## src/rtl/mini_bcd_conv.sv

```systemverilog
// mini_bcd_conv -- sequential binary-to-packed-BCD converter (double-dabble).
// One operand bit is consumed per clock, so a conversion takes IN_W cycles.
//
// Ports:
//   clk        clock, all logic on posedge
//   rst        synchronous reset, active-high
//   in_valid   operand on in_bin is valid
//   in_ready   block is idle and can take an operand
//   in_bin     unsigned binary operand [IN_W-1:0]
//   out_valid  bcd/ndig hold a completed result
//   out_ready  consumer takes the result
//   bcd        packed BCD, digit 0 in [3:0]
//   ndig       significant digit count, 1..DIGITS
//   busy       conversion in progress
//   seg        (MINI_BCD_SEG_EN only) 7-segment gfedcba per digit, digit 0
//              in [6:0], digits above ndig blanked
//
// Optional feature macro: MINI_BCD_SEG_EN adds the registered seg output.

// Per-digit correction: a digit >= 5 would carry past 9 after the shift.
module mini_bcd_add3 (
  input  logic [3:0] d,
  output logic [3:0] q
);
  assign q = (d >= 4'd5) ? d + 4'd3 : d;
endmodule

module mini_bcd_conv #(
  parameter int IN_W   = 17,
  parameter int DIGITS = 6
) (
  input  logic                  clk,
  input  logic                  rst,
  input  logic                  in_valid,
  output logic                  in_ready,
  input  logic [IN_W-1:0]       in_bin,
  output logic                  out_valid,
  input  logic                  out_ready,
  output logic [4*DIGITS-1:0]   bcd,
  output logic [3:0]            ndig,
  output logic                  busy
`ifdef MINI_BCD_SEG_EN
  ,
  output logic [7*DIGITS-1:0]   seg
`endif
);
  localparam int CW = $clog2(IN_W + 1);

  typedef enum logic [1:0] {IDLE, SHIFT, DONE} state_t;

  state_t                     state, state_nxt;
  logic [IN_W-1:0]            bin_q;
  logic [DIGITS-1:0][3:0]     scr, scr_adj, scr_nxt;
  logic [CW-1:0]              cnt;
  logic [3:0]                 ndig_nxt;
  logic                       accept, last;

  // Correct every digit in parallel before the shift.
  for (genvar g = 0; g < DIGITS; g++) begin : g_dig
    mini_bcd_add3 u_add3 (.d(scr[g]), .q(scr_adj[g]));
  end

  // Shift {scratch, bin} left by one: bin MSB enters digit 0 LSB.
  assign scr_nxt = {scr_adj[DIGITS-1:0], bin_q[IN_W-1]} >> 0;

  assign accept    = (state == IDLE) && in_valid;
  assign last      = (state == SHIFT) && (cnt == CW'(1));
  assign in_ready  = (state == IDLE);
  assign busy      = (state == SHIFT);
  assign out_valid = (state == DONE);

  // Highest nonzero digit index + 1; zero input still reports one digit.
  always_comb begin
    ndig_nxt = 4'd1;
    for (int i = 1; i < DIGITS; i++)
      if (scr_nxt[i] != 4'd0) ndig_nxt = 4'(i + 1);
  end

  always_ff @(posedge clk) begin
    if (rst) state <= IDLE;
    else     state <= state_nxt;
  end

  always_comb begin
    state_nxt = state;
    case (state)
      IDLE:    if (in_valid)  state_nxt = SHIFT;
      SHIFT:   if (last)      state_nxt = DONE;
      DONE:    if (out_ready) state_nxt = IDLE;
      default:                state_nxt = IDLE;
    endcase
  end

  always_ff @(posedge clk) begin
    if (rst) begin
      bin_q <= '0;
      scr   <= '0;
      cnt   <= '0;
      bcd   <= '0;
      ndig  <= 4'd1;
    end else if (accept) begin
      bin_q <= in_bin;
      scr   <= '0;
      cnt   <= CW'(IN_W);
    end else if (state == SHIFT) begin
      scr   <= scr_nxt;
      bin_q <= bin_q << 1;
      cnt   <= cnt - CW'(1);
      if (last) begin
        bcd  <= scr_nxt;
        ndig <= ndig_nxt;
      end
    end
  end

`ifdef MINI_BCD_SEG_EN
  function automatic logic [6:0] seg7(input logic [3:0] d);
    case (d)
      4'd0: seg7 = 7'h3F;
      4'd1: seg7 = 7'h06;
      4'd2: seg7 = 7'h5B;
      4'd3: seg7 = 7'h4F;
      4'd4: seg7 = 7'h66;
      4'd5: seg7 = 7'h6D;
      4'd6: seg7 = 7'h7D;
      4'd7: seg7 = 7'h07;
      4'd8: seg7 = 7'h7F;
      4'd9: seg7 = 7'h6F;
      default: seg7 = 7'h00;
    endcase
  endfunction

  logic [DIGITS-1:0][6:0] seg_nxt;

  always_comb begin
    seg_nxt = '0;
    for (int i = 0; i < DIGITS; i++)
      if (4'(i) < ndig_nxt) seg_nxt[i] = seg7(scr_nxt[i]);
  end

  always_ff @(posedge clk) begin
    if (rst)       seg <= {{(7*(DIGITS-1)){1'b0}}, 7'h3F};
    else if (last) seg <= seg_nxt;
  end
`endif

endmodule

```

## config.mk

```make
export PLATFORM = sky130hd
export DESIGN_NAME = mini_bcd_conv
export DESIGN_NICKNAME = d
export VERILOG_FILES = /design/src/rtl/mini_bcd_conv.sv
export SDC_FILE = /design/constraint.sdc
export NUM_CORES = 1
export LEC_CHECK = 0
export ABC_CLOCK_PERIOD_IN_PS = 4840
export BUFFER_PORTS_ARGS = -buffer_cell sky130_fd_sc_hd__buf_2
export CAP_MARGIN = 5
export CORE_AREA = 10 10 104 106
export DETAILED_ROUTE_END_ITERATION = 16
export DIE_AREA = 0 0 114 116
export PLACE_DENSITY_LB_ADDON = 0.12
export SKIP_LAST_GASP = 1
export SYNTH_ARGS = -nofsm -noshare
export SYNTH_HDL_FRONTEND = slang
export SYNTH_HIERARCHICAL = 1
export SYNTH_SLANG_ARGS = --single-unit
```

## constraint.sdc

```tcl
create_clock -name clk -period 4.84 [get_ports clk]
set_clock_uncertainty 0.15 [all_clocks]
set_input_delay 0.968 -clock clk [delete_from_list [all_inputs] [get_ports clk]]
set_output_delay 0.968 -clock clk [all_outputs]
set_load 0.05 [all_outputs]
```

### Word-level counts from Yosys, hierarchy flattened

Index checks and enable logic that the tools add are counted.
Widths: inputs -> output; s select.

| cells by class | value |
|---|---|
| equal/unequal tests | 6 |
| bitwise gates (word level) | 1 |
| mux-type cells | 19 |
| add/sub/neg operators | 7 |
| reduce and logical (&&, ||, !) cells | 12 |
| order comparisons | 6 |

Operators with widths:

| kind | count |
|---|---|
| $mux 17 | 2 |
| $mux 4 | 7 |
| $ge 4x3->1 const B | 6 |
| $add 4x2->4 const B | 5 |
| $reduce_bool 4->1 | 5 |
| $mux 2 | 5 |
| $mux 5 | 2 |
| $mux 3 | 2 |
| $pmux 2 s3 | 1 |
| $reduce_and 3->1 | 2 |
| $eq 5x1->1 const B | 1 |
| $sub 5x1->5 const B | 1 |
| $ne 2x1->1 const B | 2 |
| $add 3x2->3 const B | 1 |
| $eq 2x1->1 const B | 1 |
| $eq 2x2->1 const B | 1 |
| $logic_and 1x1->1 | 2 |
| $logic_not 2->1 | 1 |
| $ne 2x2->1 const B | 1 |
| $reduce_bool 2->1 | 1 |
| $reduce_or 2->1 | 1 |
| $not 1->1 | 1 |

| storage, ports and cells | value |
|---|---|
| input port bits | 21 |
| flip-flop bits (word level) | 76 |
| word-level logic and storage cells | 63 |

### Depth between registers and ports, before layout

| logic depth | value |
|---|---|
| word-level depth | 8 |
| mapped depth | 9 |

### Cells and area by module

Netlist, hierarchy kept.

By module, submodules not included:

| module | cells an instance | seq. area each (um2) | instances | area an instance (um2) |
|---|---|---|---|---|
| mini_bcd_conv | 346 | 1501.4 | 1 | 2807.7 |
| mini_bcd_add3 | 16 | 0.0 | 6 | 101.3 |

### Worst setup path before layout

No wires, ideal clock.

| timing | value |
|---|---|
| kind | reg2out |
| start point | register state[1] |
| end point | output busy |
| setup slack | 2.407 ns |
| cell stages (with the launch flop) | 5 |
| arrival | 1.315 ns |
| required time | 3.722 ns |
| buffers on the path | 2 |
| cell sequence | dfxtp_1 nand2b_1 inv_1 buf_2 buf_1 |

| between the ends | value |
|---|---|
| word-level cells in the longest chain between the ends | 1 |

RTL lines:

| what | line | RTL |
|---|---|---|
| start, declared | 51 | `state_t state, state_nxt;` |
| start signal, assigned | 81 | `else state <= state_nxt;` |
| $eq 2x1->1 | 69 | `assign busy = (state == SHIFT);` |
| end, declared | 41 | `output logic busy` |

No other way between the ends.

### Final worst setup path

Same ends and word-level chain as after synthesis.

==> results.cfg <==
[pwr]
seqPwrFrac_pct = 51.4
combPwrFrac_pct = 10.7
power_mw = 1.26
leakagePower_nw = 1.52
power_switching_uw = 352
p_sw_share_pct = 27.8
power_density_nw_per_um2 = 325
max-vdd-ir-drop_mv = 0.249
internal-power_uw = 912
clkPwrFrac_pct = 37.9

[finish]
num-fill-cells = 938
antenna_cells = 0
area_delta_synth_final_pct = 14.5
drive_gt1_share_pct = 16.8
nets = 513
utilization_pct = 44.8
multi_input_area_um2 = 1720
regArea_um2 = 1500

[min_path]
hold_start = bcd[4]
holdPathStages = 2
worstHoldEndpoint = bcd[4]
hold_class = reg -> reg

[drt]
drt_iter0_markers = 99
vias = 2902
detail_route.first_pass.iterations = 4
drt-wirelength-per-cell_um = 13.1
post-route-drc-count = 0
drt-vias-per-instance = 4.91
totalWireLength_um = 7750
ant_nets = 0

[place]
place_ws_ps = 2140
gp_congestion = 0.771
port_buffers = 50
hpwl_um = 5320

[clock_network]
path_clk_slew_ps = 70
cts_num_sinks = 75
h-tree-depth = 3
cts_buffer_depth = 2
cts_tree = done
numCtsBuffers = 9
cts_hold_buf = 0
post_cts_buffers = 0
ctsResizeCount = 0
clock-root-buffer = clkbuf_8
insertion_delay_ps = 360

[die]
die_x_um = 114
fp.dieH_um = 116
core_area_um2 = 8680
rows = 34
floorplan.initialDensity_pct = 39.1
num_io_pins = 52
design.die.area_um2 = 13200

[critical_path]
end_kind = output port
ff2ff_path_depth = 7
start_kind = register
r2r-end = bin_q[7]
r2r_slack_ps = 2340
r2r-start = state[1]
worstPathRequired_ps = 3720
arrival_ps = 1780
critPathKind = reg -> out
crit_fanout = 29

[sta]
setup_slack_ps = 1940
slew-limit-headroom_pct = 29.3
worst_pin_slew_ps = 1060
final.period_utilization_pct = 59.9
drv_slew = 0
max_freq_mhz = 345
tns_ps = 0
finalSetupViolCount = 0
fin_crit_ps = 2900
rsz0062_at_grt = no
final-hold-violation-count = 0

[grt]
grt_pass1_wl_um = 13200
grt_pass1_vias = 2830
antenna_found_initial = 0
overflow = 0
track_usage_pct = 12.0
grt_max_degree = 50

[flow_run]
maxCapViolations = 0

[synthesis]
syn_avg_cell_area_um2 = 7.75
syn_area_um2 = 3400
syn_inst = 438
yosys_warnings = 6
syn_nets = 473

[run_status]
outcome = finished, final reports clean
[registers in the layout, summed over array words and instances, names as in the netlist]
name and cells:
cnt 5, bcd 24, bin_q 17, ndig 3
scr 24, state 2
[metal layers]
layer	vias to the layer above	part of all wire (%)	wire length, um	global-route usage [%]
met5	-	0	0	0
met4	0	1.6	123	5.51
met3	11	5.7	444	3.98
met2	47	44	3400	19.1
met1	1318	49	3790	14.5
li1	1526	-	-	-
[area by class of cell]
class                   instances  area share, %
flip-flops and latches         75           38.6
well taps                     108           3.47
clock buffers                   9           3.19
clock inverters                 7           1.77
repair buffers                 54           7.21
multi-input cells             323           44.3
inverters                      15           1.45
[worst max-delay path, cell delays in order, from the launching register on]
cell      delay, ps
dfxtp_1         340
nand2b_1        140
buf_4           230
inv_1           100
buf_4           280
buf_2           320
[cells in the final DEF (no fill, tap or decap), types with 2 or more instances in the layout]
cell type,instances
buf_4,4
o21ai_1,5
inv_1,15
clkinvlp_4,2
xnor2_1,8
nor2_1,15
clkbuf_8,9
dfxtp_1,75
a21oi_2,7
a21oi_1,68
clkinv_2,3
ha_1,14
nor4_1,6
nand2b_1,14
a22oi_1,16
o21ai_0,6
nand3_1,3
nand2_1,140
mux2i_1,6
buf_2,50
[power groups by stage]
stage	clock network [mW]	registers (mW)	logic [mW]
after floorplan	0	0.667	0.0995
after global placement	0	0.664	0.137
after detailed placement	0	0.664	0.138
after CTS	0.498	0.649	0.138
after global routing	0.523	0.652	0.154
final	0.479	0.649	0.136
[worst max-delay path by stage]
stage,start,cells after the start,endpoint
after floorplan,state[1],4,busy
after global placement,rst,3,cnt[1]
after detailed placement,rst,3,cnt[1]
after CTS,state[1],5,busy
after global routing,state[0],5,busy
final,state[1],5,busy
[metrics by stage]
step	instances	hold slack, ps	instance area [um^2]
finish	591	302	3890
global route	591	318	3890
CTS	591	306	3890
detailed placement	575	295	3700
global placement	575	293	3700
floorplan	438	286	3400
No activity file was read; power rests on OpenSTA's default activity.
